## config.mk

```make
export PLATFORM = sky130hd
export DESIGN_NAME = collision_arbiter
export DESIGN_NICKNAME = d
export VERILOG_FILES = /design/src/rtl/collision_arbiter.sv
export SDC_FILE = /design/constraint.sdc
export NUM_CORES = 1
export LEC_CHECK = 0
export ABC_AREA = 1
export ABC_CLOCK_PERIOD_IN_PS = 4730
export BUFFER_PORTS_ARGS = -buffer_cell sky130_fd_sc_hd__buf_4
export CAP_MARGIN = 15
export CORE_MARGIN = 1
export CORE_UTILIZATION = 55
export CTS_CLUSTER_DIAMETER = 40
export CTS_CLUSTER_SIZE = 8
export DETAILED_ROUTE_END_ITERATION = 8
export HOLD_SLACK_MARGIN = 0.08
export PLACE_DENSITY = 0.82
export SYNTH_ARGS = -nofsm -noshare
export SYNTH_HDL_FRONTEND = slang
export SYNTH_SLANG_ARGS = --single-unit
```

## constraint.sdc

```tcl
create_clock -name clk -period 4.73 [get_ports clk]
set_input_delay 0.2365 -clock clk [delete_from_list [all_inputs] [get_ports clk]]
set_output_delay 0.2365 -clock clk [all_outputs]
set_load 0.01 [all_outputs]
```

## src/rtl/collision_arbiter.sv

```systemverilog
// Per-frame snake-head/object overlap counter with prioritised event handshake, saturating score and sticky game-over.
// One cycle from frame_end or evt_ack to updated outputs; evt_valid holds until acked, and unacked food events block further food.
module collision_arbiter #(
   parameter int                    N_LAYERS    = 4,
   parameter logic [N_LAYERS-1:0]   LETHAL_MASK = 4'b1011,
   parameter int                    MIN_HITS    = 2,
   parameter int                    CNT_W       = 8,
   parameter int                    SCORE_W     = 8,
   parameter int                    LAYER_W     = (N_LAYERS > 1) ? $clog2(N_LAYERS) : 1
) (
   input  logic                 clk,
   input  logic                 reset,
   input  logic                 pix_valid,
   input  logic                 grn_snake_head,
   input  logic [N_LAYERS-1:0]  red_layer,
   input  logic                 frame_end,
   input  logic                 evt_ack,
   output logic [1:0]           state_o,
   output logic                 evt_valid,
   output logic [LAYER_W-1:0]   evt_layer,
   output logic [SCORE_W-1:0]   score_o,
   output logic                 game_over_o
);

   typedef enum logic [1:0] {
      RUN  = 2'b00,
      EAT  = 2'b01,
      DEAD = 2'b10
   } state_t;

   state_t              state;
   logic [CNT_W-1:0]    hit_cnt [N_LAYERS];
   logic [N_LAYERS-1:0] hit;
   logic [N_LAYERS-1:0] lethal_vec;
   logic [N_LAYERS-1:0] food_vec;
   logic [LAYER_W-1:0]  lethal_idx;
   logic [LAYER_W-1:0]  food_idx;
   logic                count_en;
   logic                ack_ok;

   assign count_en = pix_valid & grn_snake_head & ~frame_end & (state != DEAD);
   assign ack_ok   = evt_ack & evt_valid;
   assign state_o  = state;

   always_comb begin
      for (int i = 0; i < N_LAYERS; i++) begin
         hit[i] = 32'(hit_cnt[i]) >= 32'(MIN_HITS);
      end
      lethal_vec = hit & LETHAL_MASK;
      food_vec   = hit & ~LETHAL_MASK;
   end

   // Scan downwards so the lowest set index is the last one written.
   always_comb begin
      lethal_idx = '0;
      food_idx   = '0;
      for (int i = N_LAYERS - 1; i >= 0; i--) begin
         if (lethal_vec[i]) lethal_idx = LAYER_W'(i);
         if (food_vec[i])   food_idx   = LAYER_W'(i);
      end
   end

   always_ff @(posedge clk) begin
      for (int i = 0; i < N_LAYERS; i++) begin
         if (reset || frame_end || state == DEAD) begin
            hit_cnt[i] <= '0;
         end else if (count_en && red_layer[i] && hit_cnt[i] != '1) begin
            hit_cnt[i] <= hit_cnt[i] + 1'b1;
         end
      end
   end

   always_ff @(posedge clk) begin
      if (reset) begin
         state       <= RUN;
         evt_valid   <= 1'b0;
         evt_layer   <= '0;
         score_o     <= '0;
         game_over_o <= 1'b0;
      end else begin
         case (state)
            RUN, EAT: begin
               if (frame_end) begin
                  if (|lethal_vec) begin
                     state       <= DEAD;
                     evt_valid   <= 1'b1;
                     evt_layer   <= lethal_idx;
                     game_over_o <= 1'b1;
                  end else if (state == RUN || ack_ok) begin
                     // An ack arriving with frame_end frees the slot before the frame is judged.
                     if (|food_vec) begin
                        state     <= EAT;
                        evt_valid <= 1'b1;
                        evt_layer <= food_idx;
                        if (score_o != '1) score_o <= score_o + 1'b1;
                     end else begin
                        state     <= RUN;
                        evt_valid <= 1'b0;
                     end
                  end
               end else if (ack_ok) begin
                  state     <= RUN;
                  evt_valid <= 1'b0;
               end
            end
            DEAD: begin
               if (ack_ok) evt_valid <= 1'b0;
            end
            default: begin
               state     <= RUN;
               evt_valid <= 1'b0;
            end
         endcase
      end
   end

endmodule

```

==> results by group <==
Status
  • Outcome: complete, no violations

Synthesis
  • Yosys cell types: 29
  • Synthesized area: 0.00261 mm2
  • Post-synth EDFFs: 32
  • Ys async rst share: 0%
  • Most common cell in the synthesized netlist: nor2_1
  • Ranking of synthesized cells by area: edfxtp_1 37%, dfxtp_1 11%, nor2_1 9.0%
  • Top FF cell, synth: edfxtp_1
  • Syn Inst Count: 310
  • Area leader, netlist: edfxtp_1
  • Synth top area share: 36.8%
  • Synthesized area per cell: about 8.4 um2
  • Sequential area share after synthesis: a little under half
  • Synth Net Count: 329
  • Synth cell count leaders: 63 x nor2_1, 56 x nand2_1, 32 x edfxtp_1
  • #FFs+latches synth: 46
  • Ys Warns: 0

Worst hold path
  • Worst hold start: reset
  • HP Class: input port to flip-flop

Route
  • Detailed Route WL: 4860 um
  • Vias/cell: 5.44
  • Antenna violation net count after detailed routing: 0
  • First drt pass iteration count: 6
  • Initial detailed-routing violation count: 115
  • Routed wire per std cell: around 12 um
  • Vias post-DR: 2,133
  • Remaining DRCs: 0

Final layout
  • # diodes: 0
  • Fin area: 0.00296 mm2
  • Area grow syn2layout: 13.1%
  • Layout cells sized above 1: 15.3%
  • Final #Nets: 358

Global route
  • Vias in the first global route: 2,007
  • Met2 Use GR: 35.4%
  • Largest net degree at the start of global routing: 15
  • Global Route Usage Sum: 20.8%
  • Busiest grt layer: met2
  • Global-route wire length before repair: slightly above 8000 um
  • Total grt overflow: 0
  • Global routing usage on met3: 3.56%
  • Met1 track demand over resource: 26.0%
  • Initial antenna violation count: 0

Floorplanning
  • Initial cell density of the core: 58.4%
  • Placement row count: 24
  • Ports: 24
  • Die height: just over 70 um
  • Die span in x: between 70 and 80 um
  • Die Footprint: 0.00503 mm2
  • Core area: 0.00447 mm2

Clock tree
  • CTS H-tree depth: 2
  • Clock Latency Late Sink: 0.30 ns
  • Clock Tree Root: clkbuf_8
  • Post-CTS Hold Fix Bufs: 0
  • CTS resizes: 0
  • Clock Path Buffers: 2
  • Number of setup buffers added after CTS: 0
  • CTS Buf Count: 5
  • CTS sink count: 46
  • Clock-pin slew on the worst setup and hold paths: 0.09 ns
  • CTS tree: done

STA
  • Worst relative slew slack: 68.2%
  • Final hold vios: 0
  • Slew at the pin closest to its max-slew limit: 0.475 ns
  • Fmax: about 0.54 GHz
  • RSZ-0062 raised after global routing: false
  • Final worst-path cycle share: 38.9%
  • Final setup viols: 0
  • Max Slew Vio Count: 0
  • Hold_ws: around 0.19 ns
  • Min cycle time layout: about 1.8 ns
  • Setup TNS: 0 ns
  • Clock Skew: approximately 0.0063 ns

Placement
  • Placer Congestion: 0.831
  • IO buf count: 23
  • Placed Area: 0.00285 mm2
  • DP HPWL: approximately 3700 um

Setup path
  • WP buf/inv: 1
  • WP data arrival: just over 2 ns
  • Crit-path cells: inv_1 -> ha_1 -> nor2_1 -> nand2_1 -> nor2_1 -> nand3_2 -> nor2_2 -> nand3_2 -> nand2_1 -> a21oi_1
  • Crit path kind: flip-flop to flip-flop
  • Worst EP required: 4.92 ns
  • Worst Setup Start Kind: flip-flop
  • Worst R2R Start: hit_cnt[3][0]
  • Critical path fanouts, max: 6
  • Crit end category: flip-flop
  • Critical path origin: hit_cnt[3][0]
  • CP top delay family: simple AND/OR/NAND/NOR gates
  • CP peak stage delay: 0.41 ns
  • Critical path's slowest cell: edfxtp_1

Power and ir drop
  • Int Pwr: 0.000649 W
  • Comb pwr share: 12.3%
  • Leakage power: 1.22 nW
  • Clock share of power: 33.1%
  • VDD IR-drop max: around 0.25 mV
  • Flop pwr share: 54.6%
  • Cell Pwr Density: roughly 300 mW/mm2
  • Switching Share: 25.9%
  • Switching power: 0.000227 W

Flow run
  • Maxcap violations: 0
==> state kept, by name, summed over array words and instances, names as in the netlist <==
register,cells
evt_layer,2
evt_valid,1
game_over_o,1
hit_cnt,32
score_o,8
state_o,2
==> logic make-up after synthesis <==
| group | after synthesis | share of synthesized area, % |
|---|---|---|
| AOI/OAI and AO/OA | 25 | 5.51 |
| xor gates and xnor gates | 16 | 5.36 |
| adders and majority gates | 9 | 4.31 |
| buffers and inverters | 33 | 4.79 |
| DFF | 46 | 47.5 |
| and+or+nand+nor | 181 | 32.6 |
==> power groups by stage <==
| stage | clock (W) | sequential [W] | combinational [W] |
|---|---|---|---|
| floorplan | 0 | 0.000483 | 0.0000734 |
| global placement | 0 | 0.000485 | 0.000105 |
| detailed placement | 0 | 0.000487 | 0.000107 |
| finish | 0.000290 | 0.000478 | 0.000107 |
| CTS | 0.000292 | 0.000477 | 0.000108 |
| global route | 0.000303 | 0.000481 | 0.000121 |
==> cell type report <==
type                            instances  area, um2
Fill cell                             366       1520
Multi-Input combinational cell        231       1250
Sequential cell                        46       1240
Timing Repair Buffer                   23        173
Inverter                               32        120
Clock buffer                            5       68.8
Tap cell                               52       65.1
Clock inverter                          3       40.0
==> metrics by stage <==
step | std cells | setup slack, ns | total power, W | util (%)
6_report | 392 | 2.89 | 0.000875 | 66.1
5_1_grt | 392 | 2.64 | 0.000906 | 66.1
4_1_cts | 392 | 2.90 | 0.000877 | 66.1
3_5_place_dp | 384 | 2.91 | 0.000594 | 63.6
3_3_place_gp | 384 | 2.93 | 0.000590 | 63.6
2_1_floorplan | 310 | 3.11 | 0.000557 | -
==> worst paths after layout <==
| path | to | slack (ns) | depth (start not counted) |
|---|---|---|---|
| hold reg to reg | game_over_o | 0.47 | 2 |
| setup reg to reg | score_o[1] | 2.89 | 10 |
| hold / removal | game_over_o | 0.19 | 2 |
| setup / recovery | score_o[1] | 2.89 | 10 |
==> layout by cell type, fill, tap and decap left out, types with 2 or more instances in the layout <==
master,count
ha_1,9
clkinv_2,2
clkbuf_8,5
nand2_1,56
a21oi_1,17
nand4_1,11
nor3_1,9
nor2_2,4
nand3_2,3
xnor2_1,5
nand3_1,24
nand2_2,2
inv_1,30
o21ai_0,3
xor2_1,11
inv_2,2
dfxtp_1,14
nand4_2,3
nor2_4,2
buf_4,23
edfxtp_1,32
nor2_1,63
==> layer usage <==
metal,part of all wire [%],wire length [um]
met2,48,2350
met1,47,2270
met4,2.0,99
met3,3.0,144
met5,0,0
No activity file was read; power rests on OpenSTA's default activity.
